==> src/rtl/gray_convert_arbiter.sv <==
// Round-robin arbiter sharing one Gray-to-binary converter among N_REQ
// requesters, with a one-entry registered result and a conversion counter.
module gray_convert_arbiter #(
    parameter int WIDTH = 4,
    parameter int N_REQ = 4,
    parameter int CNT_W = 16
) (
    input  logic                     clk,
    input  logic                     rst_n,
    input  logic [N_REQ-1:0]         req_valid,
    input  logic [N_REQ*WIDTH-1:0]   req_gray,
    output logic [N_REQ-1:0]         req_ready,
    output logic                     out_valid,
    output logic [WIDTH-1:0]         out_bin,
    output logic [$clog2(N_REQ)-1:0] out_id,
    input  logic                     out_ready,
    output logic [CNT_W-1:0]         conv_count
);

    localparam int IDW = $clog2(N_REQ);

    typedef enum logic {
        EMPTY,
        FULL
    } state_e;

    state_e           state_q;
    logic             out_valid_q;
    logic [WIDTH-1:0] out_bin_q;
    logic [IDW-1:0]   out_id_q;
    logic [IDW-1:0]   rr_ptr_q;
    logic [CNT_W-1:0] cnt_q;

    logic [N_REQ-1:0] rot;
    logic [IDW-1:0]   off;
    logic [IDW:0]     sum;
    logic [IDW-1:0]   grant;
    logic             any_v;
    logic [WIDTH-1:0] gsel;
    logic [WIDTH-1:0] bin_d;
    logic [IDW-1:0]   rr_ptr_d;
    logic             can_accept;
    logic             accept;

    function automatic logic [WIDTH-1:0] g2b(input logic [WIDTH-1:0] g);
        logic [WIDTH-1:0] b;
        b = '0;
        b[WIDTH-1] = g[WIDTH-1];
        for (int k = WIDTH - 2; k >= 0; k--) begin
            b[k] = b[k+1] ^ g[k];
        end
        return b;
    endfunction

    // Rotate so that bit 0 is the requester at rr_ptr, then find first set.
    always_comb begin
        rot   = N_REQ'({req_valid, req_valid} >> rr_ptr_q);
        off   = '0;
        any_v = 1'b0;
        for (int k = N_REQ - 1; k >= 0; k--) begin
            if (rot[k]) begin
                off   = IDW'(k);
                any_v = 1'b1;
            end
        end
        sum   = {1'b0, rr_ptr_q} + {1'b0, off};
        grant = (sum >= (IDW+1)'(N_REQ)) ? IDW'(sum - (IDW+1)'(N_REQ))
                                         : sum[IDW-1:0];
    end

    always_comb begin
        gsel = '0;
        for (int i = 0; i < N_REQ; i++) begin
            if (IDW'(i) == grant) gsel = req_gray[i*WIDTH +: WIDTH];
        end
        bin_d = g2b(gsel);
    end

    assign can_accept = (state_q == EMPTY) | out_ready;
    assign accept     = rst_n & any_v & can_accept;
    assign rr_ptr_d   = (grant == IDW'(N_REQ - 1)) ? '0 : grant + IDW'(1);

    always_comb begin
        req_ready = '0;
        for (int i = 0; i < N_REQ; i++) begin
            req_ready[i] = accept & (IDW'(i) == grant);
        end
    end

    always_ff @(posedge clk or negedge rst_n) begin
        if (!rst_n) begin
            state_q     <= EMPTY;
            out_valid_q <= 1'b0;
            out_bin_q   <= '0;
            out_id_q    <= '0;
            rr_ptr_q    <= '0;
            cnt_q       <= '0;
        end else begin
            if (accept) begin
                // A pop in the same cycle is absorbed: new result replaces old.
                state_q     <= FULL;
                out_valid_q <= 1'b1;
                out_bin_q   <= bin_d;
                out_id_q    <= grant;
                rr_ptr_q    <= rr_ptr_d;
                cnt_q       <= cnt_q + CNT_W'(1);
            end else if (state_q == FULL && out_ready) begin
                state_q     <= EMPTY;
                out_valid_q <= 1'b0;
            end
        end
    end

    assign out_valid  = out_valid_q;
    assign out_bin    = out_bin_q;
    assign out_id     = out_id_q;
    assign conv_count = cnt_q;

endmodule

==> config.mk <==
export PLATFORM = sky130hd
export DESIGN_NAME = gray_convert_arbiter
export DESIGN_NICKNAME = d
export VERILOG_FILES = /design/src/rtl/gray_convert_arbiter.sv
export SDC_FILE = /design/constraint.sdc
export NUM_CORES = 1
export LEC_CHECK = 0
export BUFFER_PORTS_ARGS = -buffer_cell sky130_fd_sc_hd__buf_4
export CAP_MARGIN = 10
export CORE_ASPECT_RATIO = 0.8
export CORE_MARGIN = 5
export CORE_UTILIZATION = 53
export CTS_CLUSTER_DIAMETER = 30
export DETAILED_ROUTE_END_ITERATION = 12
export PLACE_DENSITY = 0.84
export SETUP_SLACK_MARGIN = 0.2
export SYNTH_ARGS = -nofsm -noshare
export SYNTH_HDL_FRONTEND = slang
export SYNTH_SLANG_ARGS = --single-unit
==> constraint.sdc <==
create_clock -name clk -period 6.2 [get_ports clk]
set_input_delay 1.24 -clock clk [delete_from_list [all_inputs] [get_ports clk]]
set_output_delay 1.24 -clock clk [all_outputs]
set_load 0.1 [all_outputs]
==> results.txt <==
The run finished with clean final reports. The number of clock buffers added by TritonCTS is 3. The hold violation count in the final report came out at 0. Setup repair after global routing left no endpoint under its margin. The total of buffers placed on input and output ports is 49.

Averaged over all synthesized cells, the footprint is roughly 10 sq um. The full die area is approximately 3800 sq um. The proportion of layout cells with a drive suffix above 1 came out at between 30% and 40%. The portion of the post-synthesis area used by sequential elements is between 40% and 50%. The number of pins exceeding their max-slew limit in the final report is 0. The detailed router's first-iteration violation count came out at around 130. The cell area after synthesis came out at around 1400 sq um. The via-per-instance ratio came out at approximately 5.5. The final cell count without fillers came out at 223. The total negative slack for setup checks came out at 0 ns.

The die height is between 50 and 60 um. Row generation in the floorplan step produced 16 rows. The total length of routed wires is 3448 um. The wire length per cell is 15.46 um. For the finished layout, the period the worst path requires is between 4 and 5 ns. The number of sinks handled by clock tree synthesis is 25. The fmax is between 0.2 and 0.25 GHz. The data required time of the critical path came out at between 4 and 5 ns. The count of different cell masters after synthesis came out at 34. In this run the post-CTS setup repair buffer count came out at 0.

The final hold slack is approximately 0.48 ns. The core region area is 2502 sq um. The type of element launching the critical path is an input port. Leaving out fill and tap cells, the most frequent cells in the layout are 49 x buf_4, 25 x dfrtp_1, 12 x xnor2_1. The setup path with the least slack is of type in -> out. The clock latency on the worst-skew pair is 0.30 ns. Global routing consumed, over all layers together, between 10% and 20% of the routing resources. The count of boundary I/O pins is 50. The post-detailed-placement half-perimeter wirelength is ~2700 um. In this run the worst path has a maximum fanout of 6. Across the run, the number of max-cap violations was 0. The count of cells resized by post-cts repair is 0. The final cycle utilization of the critical path is between 70% and 80%. The number of buffers on the longest clock path is 2. TritonCTS built the clock tree.

The weighted congestion at the end of routability-driven global placement came out at approximately 0.8. The placed instance count is roughly 220. The number of nets in the layout came out at about 220. The leftover overflow at the end of global routing came out at 0. The normalized max-slew margin came out at 16.75%. The post-route clock skew came out at between 0.001 and 0.0015 ns. The via count of the first global-routing pass came to ~1200.

The yosys synthesis warning count is 0. The count of filler cells inserted in the layout is just under 200. The count of mapped cells out of synthesis is between 100 and 150. The number of nets handed over by synthesis was about 170. The clock-pin slew of the registers on the worst-case setup and hold paths is between 0.1 and 0.15 ns. The count of hold-fix buffers inserted at cts came out at 0. The tree is rooted in a clkbuf_4. The repair_antennas step left the layout with diodes totalling 0. From left edge to right edge, the die measures a little under 70 um. In this run the worst hold path is classified as reg -> reg. The count of state elements after synthesis came out at 25. The final number of setup-violating endpoints is 0. The worst endpoint data arrival time came out at about 3.7 ns. The first global-routing pass estimated between 5000 and 6000 um of wire.

The worst setup path is captured at an output pin. The initial antenna violation count is 0. For this run, the detailed router's first-pass iteration total came to 4. The H-tree level count is 1.

The post-route antenna net violation count is 0. In the routed design, unresolved DRC markers number 0. The starting utilization of the core area is a little under three fifths.

The library cell used most frequently in the layout, excluding fill and tap cells, is buf_4. The area added between synthesis and finish came out at 30.31%. For the pin with the worst max-slew slack, the measured transition is 1.244 ns. The total number of vias came out at 1225. The pin count of the biggest net entering global routing is 27.
-- routing by layer --
layer	vias up	share of wire [%]	global-route usage [%]
li1	588	-	-
met1	584	44	25.42
met3	8	5.1	4.990
met4	0	1.4	5.099
met2	45	50	30.79
met5	-	0	0
-- synthesized netlist by cell type --
master / count / area share [%]
xnor2_1: 12 / 7.4
and2_2: 1 / 0.53
dfrtp_1: 25 / 44
a32oi_1: 1 / 0.62
nor2_1: 11 / 2.9
and2_1: 3 / 1.3
mux2i_1: 1 / 0.70
o22ai_1: 5 / 2.2
nand2_1: 9 / 2.4
o311ai_0: 1 / 0.62
nor3_1: 3 / 1.1
o41ai_1: 1 / 0.62
mux2_4: 1 / 1.1
inv_1: 5 / 1.3
o21ai_0: 4 / 1.4
o41ai_2: 1 / 1.1
nand4_1: 6 / 2.6
xnor3_1: 1 / 1.6
o221ai_1: 1 / 0.62
nor2b_4: 1 / 0.97
a221oi_1: 1 / 0.62
a21oi_2: 1 / 0.62
nand3_1: 4 / 1.4
buf_2: 1 / 0.35
and3_1: 1 / 0.44
nand2b_1: 4 / 1.8
a21oi_1: 4 / 1.4
clkbuf_1: 1 / 0.26
a22oi_1: 4 / 2.1
mux2_2: 6 / 4.8
and4_1: 1 / 0.62
xor2_1: 7 / 4.3
nor2b_1: 2 / 0.88
ha_1: 6 / 5.3
-- worst paths after layout --
path / startpoint / end / slack (ns) / cells past startpoint
setup / recovery: req_valid[3] / req_ready[3] / 1.26 / 12
hold / removal: conv_count[15] / conv_count[15] / 0.48 / 1
setup reg to reg: rr_ptr_q[0] / out_bin[0] / 2.28 / 14
hold reg to reg: conv_count[15] / conv_count[15] / 0.48 / 1
max in group asynchronous: rst_n / conv_count[4] / 5.15 / 1
min in group asynchronous: rst_n / conv_count[11] / 0.81 / 1
-- metrics by stage --
step	util, %	instance area [sq um]	setup WS (ns)
3_3_place_gp	72.90	1824	1.614
3_5_place_dp	72.90	1824	1.363
4_1_cts	73.95	1851	1.332
5_1_grt	73.95	1851	1.160
2_1_floorplan	-	1420	0.2436
6_report	73.95	1851	1.265
-- state kept, by name, summed over array words and instances, names as in the netlist --
signal	count
out_id	2
out_bin	4
conv_count	16
out_valid	1
rr_ptr_q	2
-- worst max-delay path, cell delays in order --
cell and delay (ns):
buf_4 0.10, inv_1 0.08, o311ai_0 0.40, o21ai_0 0.17, o221ai_1 0.12, ha_1 0.21, xnor2_1 0.09, xnor2_1 0.32
ha_1 0.32, inv_1 0.11, nor3_1 0.21, buf_4 0.32
-- cell type report --
cell class,count,area [sq um],share of cell area [%]
Inverter,5,18.77,1.014
Timing Repair Buffer,49,367.9,19.88
Tap cell,36,45.04,2.434
Sequential cell,25,625.6,33.81
Multi-Input combinational cell,104,767.0,41.45
Clock buffer,4,26.28,1.420
-- kinds of logic after synthesis --
group	count (synthesis)	synth area share [%]
AO/OA/AOI/OAI	24	11.98
XOR/XNOR	20	13.30
adder cells (fa/ha/maj)	6	5.286
multiplexers	8	6.519
flip-flops	25	44.05
buffers and inverters	7	1.938
AND/OR/NAND/NOR	46	16.92
Power is left out: the tool's default activity adds up to more than one toggle a clock period on the data nets, which glitch-free logic cannot reach.
